<file path="src/rtl/code_entry_ctrl.sv">
`default_nettype none
// ============================================================================
// code_entry_ctrl - MasterMind player code entry: cursor, wrap-around symbol
// edits, duplicate check and valid/ready hand-off to the game core.
// Revision: 1.0
// ============================================================================
module code_entry_ctrl #(
  parameter int DIGITS    = 4,
  parameter int SYMBOLS   = 6,
  parameter int ALLOW_DUP = 0,
  localparam int VAL_W    = (SYMBOLS > 2) ? $clog2(SYMBOLS) : 1,
  localparam int CUR_W    = (DIGITS > 2) ? $clog2(DIGITS) : 1
) (
  input  logic                          clk,
  input  logic                          rst_n,
  input  logic                          btn_next,
  input  logic                          btn_inc,
  input  logic                          btn_dec,
  input  logic                          btn_submit,
  input  logic                          clear,
  input  logic                          submit_ready,
  output logic [DIGITS*VAL_W-1:0]       code,
  output logic [CUR_W-1:0]              cursor,
  output logic [DIGITS*(VAL_W+1)-1:0]   disp,
  output logic                          submit_valid,
  output logic                          dup_err,
  output logic                          locked
);

  typedef enum logic [1:0] {
    ST_EDIT   = 2'd0,
    ST_SUBMIT = 2'd1,
    ST_LOCKED = 2'd2
  } state_t;

  state_t                     state_q;
  state_t                     state_d;
  logic [DIGITS*VAL_W-1:0]    code_d;
  logic [CUR_W-1:0]           cursor_d;
  logic                       dup_d;
  logic                       has_dup;
  logic [VAL_W-1:0]           cur_val;
  logic [VAL_W-1:0]           edit_val;

  always_comb begin
    has_dup = 1'b0;
    for (int i = 0; i < DIGITS; i++) begin
      for (int j = i + 1; j < DIGITS; j++) begin
        if (code[i*VAL_W +: VAL_W] == code[j*VAL_W +: VAL_W]) begin
          has_dup = 1'b1;
        end
      end
    end
  end

  // Value under the cursor and its edited form; compare-wrap keeps
  // non-power-of-2 symbol counts in range.
  always_comb begin
    cur_val = '0;
    for (int i = 0; i < DIGITS; i++) begin
      if (cursor == CUR_W'(i)) begin
        cur_val = code[i*VAL_W +: VAL_W];
      end
    end
    edit_val = cur_val;
    if (btn_inc && !btn_dec) begin
      edit_val = (cur_val == VAL_W'(SYMBOLS - 1)) ? '0 : cur_val + VAL_W'(1);
    end else if (btn_dec && !btn_inc) begin
      edit_val = (cur_val == '0) ? VAL_W'(SYMBOLS - 1) : cur_val - VAL_W'(1);
    end
  end

  always_comb begin
    state_d  = state_q;
    code_d   = code;
    cursor_d = cursor;
    dup_d    = 1'b0;
    if (clear) begin
      state_d  = ST_EDIT;
      code_d   = '0;
      cursor_d = '0;
    end else begin
      case (state_q)
        ST_EDIT: begin
          if (btn_submit) begin
            if ((ALLOW_DUP == 0) && has_dup) begin
              dup_d = 1'b1;
            end else begin
              state_d = ST_SUBMIT;
            end
          end else begin
            // Edit lands on the old cursor position even when NEXT is also pressed.
            for (int i = 0; i < DIGITS; i++) begin
              if (cursor == CUR_W'(i)) begin
                code_d[i*VAL_W +: VAL_W] = edit_val;
              end
            end
            if (btn_next) begin
              cursor_d = (cursor == CUR_W'(DIGITS - 1)) ? '0 : cursor + CUR_W'(1);
            end
          end
        end
        ST_SUBMIT: begin
          if (submit_ready) begin
            state_d = ST_LOCKED;
          end
        end
        ST_LOCKED: begin
          state_d = ST_LOCKED;
        end
        default: begin
          state_d = ST_EDIT;
        end
      endcase
    end
  end

  always_ff @(posedge clk or negedge rst_n) begin
    if (!rst_n) begin
      state_q <= ST_EDIT;
      code    <= '0;
      cursor  <= '0;
      dup_err <= 1'b0;
    end else begin
      state_q <= state_d;
      code    <= code_d;
      cursor  <= cursor_d;
      dup_err <= dup_d;
    end
  end

  // Decoded straight from the state register so an async reset drops VALID at once.
  assign submit_valid = (state_q == ST_SUBMIT);
  assign locked       = (state_q == ST_LOCKED);

  for (genvar g = 0; g < DIGITS; g++) begin : g_disp
    assign disp[g*(VAL_W+1) +: VAL_W+1] =
      {(state_q == ST_EDIT) && (cursor == CUR_W'(g)), code[g*VAL_W +: VAL_W]};
  end

endmodule
`default_nettype wire

</file>
<file path="config.mk">
export PLATFORM = sky130hd
export DESIGN_NAME = code_entry_ctrl
export DESIGN_NICKNAME = d
export VERILOG_FILES = /design/src/rtl/code_entry_ctrl.sv
export SDC_FILE = /design/constraint.sdc
export NUM_CORES = 1
export LEC_CHECK = 0
export BUFFER_PORTS_ARGS = -buffer_cell sky130_fd_sc_hd__clkbuf_2
export CORE_AREA = 2 2 75 77
export CTS_BUF_LIST = sky130_fd_sc_hd__clkbuf_4 sky130_fd_sc_hd__clkbuf_8
export DETAILED_ROUTE_END_ITERATION = 6
export DIE_AREA = 0 0 77 79
export PLACE_DENSITY = 0.51
export SLEW_MARGIN = 20
export SYNTH_ARGS = -nofsm -noshare
export SYNTH_HDL_FRONTEND = slang
export SYNTH_SLANG_ARGS = --single-unit
</file>
<file path="constraint.sdc">
create_clock -name clk -period 3.95 [get_ports clk]
set_input_delay 0.1975 -clock clk [delete_from_list [all_inputs] [get_ports clk]]
set_output_delay 0.1975 -clock clk [all_outputs]
set_load 0.02 [all_outputs]
</file>
# Yosys cells after proc, flatten, opt, wreduce, memory -nomap -nowiden

Cells that the tools add are included.

Flip-flop bits (word level): 17
Bits in latches: 0
Memory bits (writable): 0
Bits in read-only memories: 0
Bits of input ports: 8
Output and inout port bits: 33
Logic and storage cells: 84
Memories: 0

Add/sub/neg operators: 3
Multipliers: 0
Divide/modulo/power cells: 0
$lt $le $gt $ge: 0
Equal/unequal tests: 16
Shift operators: 0
Multiplexer cells: 35
Bitwise logic cells: 0
Reduce and logical (&&, ||, !) cells: 23

Operators with widths:

| operator                                              | count |
|---|---|
| two-way mux 12 bit                                    | 3 |
| two-way mux 3 bit                                     | 12 |
| == test 3 bit                                         | 6 |
| two-way mux 2 bit                                     | 9 |
| AND reduction 3 bit                                   | 6 |
| nonzero test 2 bit                                    | 6 |
| two-way mux 1 bit                                     | 10 |
| inequality test 3 bit, second input constant          | 3 |
| == test 2 bit, second input constant                  | 3 |
| logical AND 1 bit                                     | 6 |
| one-hot mux 2 bit (3 select lines)                    | 1 |
| == test 2 x 1 -> 1 bit, second input constant         | 2 |
| logical NOT 2 bit                                     | 2 |
| adder 3 x 1 -> 3 bit, second input constant           | 1 |
| == test 3 bit, second input constant                  | 1 |
| logical NOT 3 bit                                     | 1 |
| subtractor 3 x 1 -> 3 bit, second input constant      | 1 |
| adder 2 x 1 -> 2 bit, second input constant           | 1 |
| logical NOT 1 bit                                     | 2 |
| inequality test 2 x 1 -> 1 bit, second input constant | 1 |

# Longest topological paths before layout

Gate-level depths: netlist of the first run.

Depth after elaboration: 13
Depth in mapped cells: 8
Depth with buffers taken out: 7

# Worst setup path before layout of the first run

Ideal clock, no wire load.

Path kind: reg2reg
Start: register cursor[1]
End: register code[1]
Setup time: 145 ps
Data arrival time: 2064 ps
Data required time: 3805 ps
Path slack: 1742 ps
Cell stages (with the launch flop): 8
Path buffers: 0
Clock period less this slack: 2208 ps
Cells stage by stage: dfrtp_1 inv_1 ha_1 nand3b_1 a221o_1 nor4b_2 a2111oi_4 a211oi_1

Word-level cells in the longest chain between the ends: 13
Elaborated cells between the ends (all ways): 22
Classes of those cells: add/sub: 2; eq/ne: 4; mux: 12; reduce/logical: 4

Ends and longest elaborated chain:

| element                                                        | line   | source |
|---|---|---|
| start, declared                                                | 23     | `output logic [CUR_W-1:0] cursor,` |
| start signal, assigned                                         | 127    | `cursor <= cursor_d;` |
| logical NOT 2 bit                                              | 61, 94 |  |
| two-way mux 3 bit (4 in a row)                                 | 61     | `if (cursor == CUR_W'(i)) begin` |
| subtractor 3 x 1 -> 3 bit or logical NOT 3 bit (tied branches) | 69     | `edit_val = (cur_val == '0) ? VAL_W'(SYMBOLS - 1) : cur_val - VAL_W'(1);` |
| two-way mux 3 bit                                              | 69     |  |
| two-way mux 3 bit                                              | 68     | `end else if (btn_dec && !btn_inc) begin` |
| two-way mux 3 bit                                              | 66     | `if (btn_inc && !btn_dec) begin` |
| two-way mux 3 bit                                              | 94     | `if (cursor == CUR_W'(i)) begin` |
| two-way mux 12 bit                                             | 85     | `if (btn_submit) begin` |
| two-way mux 12 bit                                             | 83     | `case (state_q)` |
| two-way mux 12 bit                                             | 78     | `if (clear) begin` |
| end signal, assigned                                           | 126    | `code <= code_d;` |
| end, declared                                                  | 22     | `output logic [DIGITS*VAL_W-1:0] code,` |

Several ways; a longest one is shown, not always the timed one. The select of a mux whose other input is x is not followed.
A chain may end at the register's enable or synchronous reset.

# Worst setup path in the final report of the first run

Start: register cursor[0]
End: register code[11]

Word-level cells in the longest chain between the ends: 13
Elaborated cells between the ends (all ways): 22
Classes of those cells: add/sub: 2; eq/ne: 4; mux: 12; reduce/logical: 4

Ends and longest elaborated chain:

| element                                                        | line |
|---|---|
| logical NOT 2 bit                                              | 61 |
| two-way mux 3 bit (4 in a row)                                 | 61 |
| subtractor 3 x 1 -> 3 bit or logical NOT 3 bit (tied branches) | 69 |
| two-way mux 3 bit                                              | 69 |
| two-way mux 3 bit                                              | 68 |
| two-way mux 3 bit                                              | 66 |
| two-way mux 3 bit                                              | 94 |
| two-way mux 12 bit                                             | 85 |
| two-way mux 12 bit                                             | 83 |
| two-way mux 12 bit                                             | 78 |

Several ways; a longest one is shown, not always the timed one. The select of a mux whose other input is x is not followed.

==> run summary, run 1 <==
The run finished with clean final reports. The via count normalized by instance count is 4.72, and the number of stages on the worst hold path is 3. The slowest stage of the critical path belongs to the cell a311oi_1. During placement, the flow inserted port buffers numbering 40. The ratio of final minimum period to clock period came out at 0.600. Max-cap violations in this run came to 0.

For the clock sink count, the log shows 17. Synthesis produced a netlist whose cell count is 176. The initial core utilization is 0.285.

The standby leakage power came out at 0.790 nW. The tools report the data required time of the worst path as 4070 ps. The logs give 1580 ps for the worst-case register-to-register setup slack and 143 ps for the final-layout worst hold slack.

The total I/O pin count was 41. In this run, CTS created clock tree buffers numbering 3. The worst path meets setup with 1580 ps of slack. The signal on the critical path passes through ha_1 > a211oi_1 > a211o_2 > nor4_1 > a311oi_1 > a311oi_1. The time the final worst path needs with I/O delays and setup is 2370 ps. The worst setup path is of the reg2reg kind. The run gives 0.280 as the portion of the post-synthesis area used by sequential elements.

The data arrival time of the worst path was 2480 ps; the post-detailed-route wirelength per cell was 14.3 um. The proportion of synthesized flip-flops having asynchronous set or reset works out to 1.00. Total DRC errors in the routed layout: 0. dfrtp_1 takes more of the synthesized area than any other cell. During synthesis, Yosys emitted a total of 0 warnings. The hold violation count in the final report was 0; the worst-skew pair later-pin latency was 260 ps.

Once detail routing completed, the nets flagged for antenna violations numbered 0. For this block, the routed nets add up to 3.82 mm of wire. OpenSTA, run right after detailed placement, puts the worst setup slack at 1600 ps.

The path with the worst hold slack has its endpoint at dup_err. The finished cells cover 1700 um^2. The full die area came out at 6080 um^2. Fill cells in the final layout number 609.

The number of setup violations in the final report is 0. The longest clock path from root to sink contains 2 buffers. The die is 77 um wide. After the last flow step, the layout net total stands at 212. In this run, the number of DRC markers left after iteration 0 of detailed routing was 91. Setup repair after global routing left no endpoint under its margin. The tools report the final count of pins violating max slew as 0. Entering global routing, the biggest net connects 19 pins.

The tools report the number of antenna violations at the first check in global routing as 0. The worst clock skew was 8.86 ps. The largest fanout of any net on the critical path was 13; the quantity of gates resized following cts was 0. The relative slew slack was 0.574. In this run the worst hold path is classified as in2reg. At the end of routability-driven placement, the weighted congestion stood at 0.809. The detailed placer's ending HPWL came out at 2.92 mm. The startpoint identified for the worst hold timing path is btn_submit.

The worst setup path is launched from a flip-flop. Power spread over the standard cell area amounts to 273 nW/um^2. The via count of the first global-routing pass is 1,241.

For this run the aggregate overflow at the end of global routing stands at 0. After clock tree synthesis, the clock-pin slew on the worst setup and hold paths is 80 ps. The share of the synthesized area in the top cell type is 0.280. The global-route wire length before repair is 6.30 mm, and the die height is 79 um. TritonCTS built the clock tree. Total global-route track usage: 0.131. For the number of distinct library cells after synthesis, the log shows 37. The tools report the number of vias in the routed layout as 1,264.

The fraction of final layout cells sized beyond drive strength 1 is 0.281, and the number of cell rows is 27. After synthesis the cells add up to 1520 um^2. The tools report the worst flop-to-flop path endpoint as code[11]. Prevailing post-synth register cell: dfrtp_1.

For the post-synth net total, the log shows 191. For this run, the detailed router's first-pass iteration total came to 4. Relative to the synthesized area, the layout overhead comes to 11.8%. For this run, the slowest stage of the critical path takes 510 ps. The floorplan core area was 5340 um^2; the mean area per synthesized cell was 8.64 um^2. The number of antenna diodes in the final layout is 0. The run gives 422 MHz as the highest achievable clock rate. For the final routed database, the setup TNS stands at 0 ps. The number of enable flip-flop cells after synthesis was 0. By area the synthesized netlist is led by dfrtp_1 (28%), buf_4 (7.4%), ha_1 (5.8%). The tools report the type of element capturing the critical path as a flip-flop.

The tree is rooted in a clkbuf_8. For the pin with the worst max-slew slack, the measured transition is 638 ps. The total number of H-tree levels was 1. The cell that appears most often on the critical path is a311oi_1. The worst register-to-register path has a depth of 6. The startpoint identified for the worst register-to-register timing path is cursor[0].

IR analysis of the VDD net gives a maximum drop of 0.0966 mV. The register bit count reported by yosys was 17; the cell area after placement was 1650 um^2.
[cells in the final DEF, fill, tap and decap left out, drive strengths merged, types with 2 or more instances in the layout]
cell    count
inv         5
nor2       17
clkbuf     43
nor3b       3
a211o       2
nand2      16
a31oi       5
a211oi      8
ha          7
nor2b       4
a311oi      6
nor3        6
nor4b       2
dfrtp      17
xnor2      10
a21oi       7
xor2        9
nand3       2
nand3b      3
and2        9
nand2b      4
[cell type report]
| class | count | area [um^2] | share of cell area |
|---|---|---|---|
| Clock buffer | 3 | 41.3 | 0.0243 |
| Clock inverter | 1 | 5.00 | 0.00294 |
| Inverter | 5 | 18.8 | 0.0110 |
| Multi-Input combinational cell | 129 | 911 | 0.535 |
| Sequential cell | 17 | 425 | 0.250 |
| Tap cell | 72 | 90.1 | 0.0529 |
| Timing Repair Buffer | 41 | 210 | 0.124 |
[cell usage after synthesis, types with 5 or more instances]
cell and n:
a31oi_1 5, and2_1 6, dfrtp_1 17, xnor2_1 10
buf_4 15, a21oi_1 7, a311oi_1 6, inv_1 5
a211oi_1 6, clkbuf_2 6, xor2_1 9, nand2_1 16
nor3_1 6, ha_1 7, nor2_1 17
[registers in the layout, indices dropped and copies added (netlist names)]
signal,flops
code,12
cursor,2
state_q,2
dup_err,1
[routing by layer]
metal / up-vias / GRT usage / wire length [um] / part of all wire
met3: 2 / 0.0250 / 135 / 0.035
met5: - / 0 / 0 / 0
li1: 642 / - / - / -
met2: 25 / 0.221 / 1880 / 0.49
met4: 0 / 0.0375 / 29 / 0.0076
met1: 595 / 0.172 / 1780 / 0.47
[cell families after synthesis]
logic type               share of synthesized area
AND/OR/NAND/NOR                              0.242
AO/OA/AOI/OAI                                0.183
buffers and inverters                        0.122
XOR/XNOR                                     0.109
flip-flops                                   0.280
adder cells (fa/ha/maj)                     0.0576
multiplexers                               0.00658
[power breakdown]
part           switching, W  internal, W  total [W]
Sequential        0.0000150     0.000180   0.000195
Clock             0.0000701    0.0000703   0.000140
Combinational     0.0000782    0.0000503   0.000129
Total              0.000163     0.000301   0.000464
[metrics by stage]
| stage | power [W] | utilization | std cells |
|---|---|---|---|
| CTS | 0.000471 | 0.319 | 268 |
| finish | 0.000464 | 0.319 | 268 |
| floorplan | 0.000299 | - | 176 |
| global placement | 0.000327 | 0.308 | 263 |
| global route | 0.000493 | 0.319 | 268 |
| detailed placement | 0.000327 | 0.308 | 263 |
[critical path, delay by kind of cell, from the launching register on]
family / cells / cell delay, ps
simple gates: 1 / 70
flops: 1 / 440
compound gates: 4 / 1340
fa+ha+maj: 1 / 360
[how the worst max path moves through the flow]
stage | startpoint | end | cells past startpoint
final | cursor[0] | code[11] | 6
after global routing | cursor[0] | code[2] | 7
after CTS | cursor[0] | code[8] | 6
after detailed placement | cursor[0] | code[7] | 7
after global placement | cursor[1] | code[1] | 7
after floorplan | cursor[1] | code[1] | 7
[repair_timing]
item                      4_1_cts  5_1_grt
setup buffers                   0        0
hold buffers                    1        0
hold endpoints to repair       17        0
Note: power is estimated with default switching activity, not from simulation.
==> run 2: changes to the inputs <==
==> constraint.sdc (replaced) <==
create_clock -name clk -period 2.3 [get_ports clk]
set_input_delay 0.115 -clock clk [delete_from_list [all_inputs] [get_ports clk]]
set_output_delay 0.115 -clock clk [all_outputs]
set_load 0.02 [all_outputs]
==> run summary, run 2 (same netlist as run 1, synthesis figures left out) <==
For this block, the initial DRC count from the detailed router was 33. Number of detailed-routing iterations run before antenna repair: 4. The non-filler instance count after layout is 287, and the detailed placer's ending HPWL is 3.20 mm. The number of placed instances, taps included, is 278. The total power divided by cell area is 434 nW/um^2, and the total DRC errors in the routed layout is 0. The detailed-route wire length is 4.25 mm, and the via count normalized by instance count is 4.82. The number of maximum-capacitance violations came out at 0. The detailed router placed 1,383 vias in this run. The tools report the launch point of the worst hold path as btn_submit. In this run the count of I/O pins placed on the die edge is 41.

The data required time of the worst path is 2460 ps, and the post-place setup slack is 6.52 ps. The startpoint identified for the worst register-to-register timing path is cursor[0]. The flip-flop count of the largest register after layout is 12, and the number of diodes is 0. Following the worst setup path forward leads to its endpoint at code[11]. The cell sitting at the root of the clock tree is a clkbuf_8.

The classification of the worst setup path was reg2reg. The worst path meets setup with 48.6 ps of slack. In this run the worst setup path begins at cursor[0]. The clock arrives with 4.60 ps of skew. Across the VDD grid, the largest voltage drop is 0.183 mV. The type of element capturing the critical path was a flip-flop.

Once detail routing completed, the nets flagged for antenna violations numbered 0. The clock transition at the registers of the reported paths is 70 ps, and the count of buffers from port buffering is 40. The highest achievable clock rate is 444 MHz, and the final count of pins violating max slew is 0. The number of antenna violations at the first check in global routing came out at 0. The final layout contains 231 nets. The multi-input combinational cells in the finished layout cover a total of 1090 um^2. For the total number of H-tree levels, the log shows 1.

TritonCTS built the clock tree. The worst flop-to-flop path endpoint was code[11]. The largest registers in the layout are code x12, cursor x2, state_q x2.

Data arrival time of the worst path: 2410 ps. The relative slew slack is 0.684, and the fraction of final layout cells sized beyond drive strength 1 is 0.451. STA classifies the critical path startpoint as a flip-flop. For the worst-skew pair, the clock arrives at the later sink with an insertion delay of 260 ps.

Counting every sink on the clock net gives 17. The run gives 0 as the hold violation count in the final report. The area of all placed cells without fillers was 2030 um^2. Entering global routing, the biggest net connects 19 pins.

The area growth from synthesis to layout was 33.6%. The number of filler cells placed in the layout is 593. The initial core utilization is 0.285. The post-detailed-route wirelength per cell works out to 14.8 um.

The first global-routing pass estimated 6.60 mm of wire. The flow ran to the end, and the final reports show no timing, DRC or antenna violations. The routed design could run at a clock period as short as 2250 ps.

Most frequent standard cell in the layout excluding fill and tap cells: clkbuf_2. For the cell area after placement, the log shows 1760 um^2. The number of setup violations in the final report was 0.

The run gives 6080 um^2 as the full die area. The largest register by flop count is code. Along the worst path, the maximum fanout reaches 9.

The standby leakage power was 0.929 nW. The floorplan has 27 rows. The number of cells on the worst reg-to-reg path came out at 7. For flop-to-flop paths, the worst setup slack is 50 ps. In this run the worst hold path is classified as in2reg. At the end of routability-driven placement, the weighted congestion stood at 0.829. Buffers inserted during clock tree synthesis total 3.

In the layout the commonest cells are clkbuf_2 (40), buf_4 (18), nor2_1 (17). From bottom edge to top edge, the die measures 79 um. The run gives 0.137 as the total global-route track usage. The ratio of final minimum period to clock period works out to 0.979.

The core region is 5340 um^2. Global routing finished with a remaining overflow of 0. The via count of the first global-routing pass came out at 1,342.

The floorplan step set the die width to 77 um. The final setup TNS is 0 ps, and the worst-case clock buffer depth is 2. Across the whole layout, storage elements account for 428 um^2. The pin slew with the least headroom to its limit was 474 ps.
[run 2: cell types whose count changed in the layout (fill, tap and decap cells not counted), sizes merged]
cell	previous run	this run
buf	0	19
clkbuf	43	44
clkinv	1	0
[run 2: worst min path at each step]
stage / cells past startpoint / slack (ps) / endpoint
floorplan: 0 / -180 / code[0]
global placement: 1 / 100 / state_q[1]
detailed placement: 1 / 100 / code[2]
CTS: 3 / 80 / dup_err
global route: 3 / 90 / dup_err
finish: 3 / 80 / dup_err
[run 2: final cells by class]
cell class                 instances  area share
inverter                           5      0.0105
multi-input combinational        129       0.535
sequential                        17       0.211
clock buffer                       4      0.0240
tap                               72      0.0443
timing repair buffer              60       0.175
[run 2: worst max-delay path: stages, from the launching register on]
cell      delay (ps)
dfrtp_2          490
ha_4             220
nand3b_1         170
a221o_2          460
a311oi_2         280
a311oi_1          80
buf_4            180
a311oi_2         280
[run 2: metrics by stage]
| step | total power (W) | util | hold slack [ps] |
|---|---|---|---|
| 4_1_cts | 0.000835 | 0.342 | 75.0 |
| 3_5_place_dp | 0.000583 | 0.329 | 100 |
| 6_report | 0.000883 | 0.381 | 78.7 |
| 3_3_place_gp | 0.000585 | 0.329 | 99.6 |
| 5_1_grt | 0.000926 | 0.381 | 91.4 |
| 2_1_floorplan | 0.000513 | - | -181 |
[run 2: what timing repair did]
action | in CTS | in global routing
endpoints found under the setup margin | 1 | 8
hold endpoints to repair | 17 | 0
hold buffers | 1 | 0
resized for setup | 3 | 32
buffers inserted | 0 | 4
pin swaps | 0 | 6
[run 2: per-layer routing]
metal  part of all wire  routed length [um]  GRT usage  vias up
met5                  0                   0          0        -
met4             0.0089                  38     0.0268        0
met3              0.035                 150     0.0250        4
met2               0.52                2220      0.240       30
met1               0.43                1850      0.177      672
li1                   -                   -          -      677
[run 2: report_power, final]
| group | internal (W) | switching [W] | leakage, nW |
|---|---|---|---|
| clock network | 0.000135 | 0.000113 | 0.0262 |
| registers | 0.000310 | 0.0000125 | 0.230 |
| logic | 0.000128 | 0.000185 | 0.673 |
==> run 3: changes to the inputs <==
==> config.mk (replaced) <==
export PLATFORM = sky130hd
export DESIGN_NAME = code_entry_ctrl
export DESIGN_NICKNAME = d
export VERILOG_FILES = /design/src/rtl/code_entry_ctrl.sv
export SDC_FILE = /design/constraint.sdc
export NUM_CORES = 1
export LEC_CHECK = 0
export CORE_AREA = 2 2 75 77
export DETAILED_ROUTE_END_ITERATION = 6
export DIE_AREA = 0 0 77 79
export DONT_BUFFER_PORTS = 1
export PLACE_DENSITY = 0.44
export SLEW_MARGIN = 20
export SYNTH_ARGS = -nofsm -noshare
export SYNTH_HDL_FRONTEND = slang
export SYNTH_SLANG_ARGS = --single-unit
==> run summary, run 3 (same netlist as run 1, synthesis figures left out) <==
At the pin with the least slew margin, the transition time is 856 ps. The global-route congestion overflow total is 0, and the full die area is 6080 um^2. The post-placement cell count came out at 248. Leaving out fill and tap cells, the most frequent cells in the layout are buf_4 (28), nor2_1 (17), nand2_1 (16), dfrtp_1 (16), xnor2_1 (10). The run finished with clean final reports. For the total global-route track usage, the log shows 0.139.

The floorplan core area was 5340 um^2. Ranked by flip-flop count, first place goes to code. For the final count of pins violating max slew, the log shows 0. The slowest stage of the critical path belongs to the cell dfrtp_1.

CTS root buffer: clkbuf_8. Counting the buffers created by CTS gives 3. In this run, the number of DRC markers left after iteration 0 of detailed routing was 52. The data arrival time of the worst path is 2460 ps, and the ratio of final minimum period to clock period is 0.997. The congestion estimate from routability-driven global placement came to 0.770. The number of nets in the final layout came out at 202. The relative slew slack is 0.427, and the via count of the first global-routing pass is 1,283.

The logs give 0 for the hold violation count in the final report and 2 for the worst-case clock buffer depth. Worst clock skew: 2.68 ps. The post-detailed-route wirelength per cell was 16.5 um; the largest net degree at the start of global routing was 18. On the critical path the largest part of the delay comes from compound AO/OA/AOI/OAI gates. In this run the power density over the cells is 445 nW/um^2. The routed design could run at a clock period as short as 2290 ps.

In the final timing run, aggregate negative setup slack is 0 ps. The global-route wire length before repair was 6.49 mm; the number of detailed-routing iterations run before antenna repair was 4. The maximum cell stage delay along the critical path was 430 ps.

Wires add up to 4.25 mm. For the worst-skew pair later-pin latency, the log shows 260 ps. The largest registers in the layout are code x12, cursor x2, state_q x2. During placement, the flow inserted port buffers numbering 0. Setup violations remaining at the end of the flow were counted as 0.

The register with the most flip-flops in the layout has 12 of them. Once detail routing completed, the nets flagged for antenna violations numbered 0. Counting both buffers and inverters, the worst setup path holds a total of 3. Most frequent standard cell in the layout excluding fill and tap cells: buf_4. The number of antenna violations at the first check in global routing is 0, and the horizontal extent of the die is 77 um. STA classifies the critical path endpoint as a flip-flop. For this run, the top clock speed supported by timing is 436 MHz. The cell that appears most often on the critical path is buf_4. The clock sink count came out at 17. The run gives 1,303 as the number of vias in the routed layout.

STA classifies the critical path startpoint as a flip-flop. The classification of the worst-slack hold path was in2reg. After detailed placement, the total cell area comes to 1630 um^2. For the number of diodes, the log shows 0.

The initialized floorplan defines 27 standard-cell rows. The tools report the non-filler instance count after layout as 258. Classification of the worst setup path: reg2reg.

For the initial core utilization, the log shows 0.285. For this design the static power due to leakage is 0.793 nW. After detailed routing, the number of remaining DRC violations is 0. The tools report the worst IR drop on VDD as 0.194 mV.

Data on the critical path is required at its endpoint by 2470 ps. The detailed placer's ending HPWL was 3.31 mm; the total number of H-tree levels was 1. The tool flagged a number of max-cap violations equal to 0. Clock transition at the registers of the reported paths: 70 ps. The logs give 0.355 for the final cell utilization of the core and 1890 um^2 for the area of all placed cells without fillers. For the total I/O pin count, the log shows 41. Setup repair after global routing could not meet its margin everywhere. Walking the worst path, the cells encountered are inv_2 > ha_4 > nand3b_1 > a211o_4 > buf_4 > nor3_4 > a2111oi_4 > buf_4 > a221oi_2.

TritonCTS built the clock tree. The area growth from synthesis to layout was 24.5%. Die height: 79 um. The largest fanout of any net on the critical path was 8. The fraction of final layout cells sized beyond drive strength 1 was 0.317; the via count normalized by instance count was 5.05.
run 3: path summary, 6_finish.rpt:
| kind | startpoint | endpoint | slack (ps) | cells past startpoint |
|---|---|---|---|---|
| min | btn_next | cursor[1] | 20 | 2 |
| min in group asynchronous | rst_n | state_q[0] | 410 | 1 |
| max reg2reg | cursor[1] | code[10] | 6 | 9 |
| max in group asynchronous | rst_n | cursor[0] | 1300 | 1 |
| min reg2reg | code[10] | code[10] | 560 | 2 |
| max | cursor[1] | code[10] | 6 | 9 |
run 3: where the power goes:
part	internal, W	total, W	switching (W)	leakage (nW)
registers	0.000310	0.000322	0.0000124	0.231
clock network	0.000123	0.000232	0.000108	0.0228
logic	0.000118	0.000288	0.000170	0.539
total	0.000551	0.000842	0.000291	0.793
run 3: routing by layer:
metal / vias to the layer above / track usage / share of wire
met3: 15 / 0.0227 / 0.031
li1: 620 / - / -
met5: - / 0 / 0
met1: 638 / 0.151 / 0.40
met2: 30 / 0.250 / 0.52
met4: 0 / 0.0929 / 0.047
run 3: timing repair:
action | 4_1_cts | 5_1_grt
resized for setup | 3 | 26
endpoints found under the setup margin | 7 | 8
pin swaps | 0 | 4
hold buffers | 3 | 0
buffers inserted | 0 | 3
hold endpoints to repair | 33 | 0
run 3: area by class of cell:
cell class / count / area, um^2
multi-input cells: 129 / 1070
flip-flops and latches: 17 / 427
clock buffers: 4 / 45.0
repair buffers: 31 / 240
fillers: 572 / 3440
inverters: 5 / 18.8
well taps: 72 / 90.1
run 3: metrics by stage:
step	hold WS, ps	power (W)	worst slack, ps
6_report	19.0	0.000842	5.79
5_1_grt	22.4	0.000878	-70.1
4_1_cts	15.1	0.000803	25.0
3_5_place_dp	-179	0.000557	-40.6
3_3_place_gp	-180	0.000552	80.7
2_1_floorplan	-181	0.000513	91.7
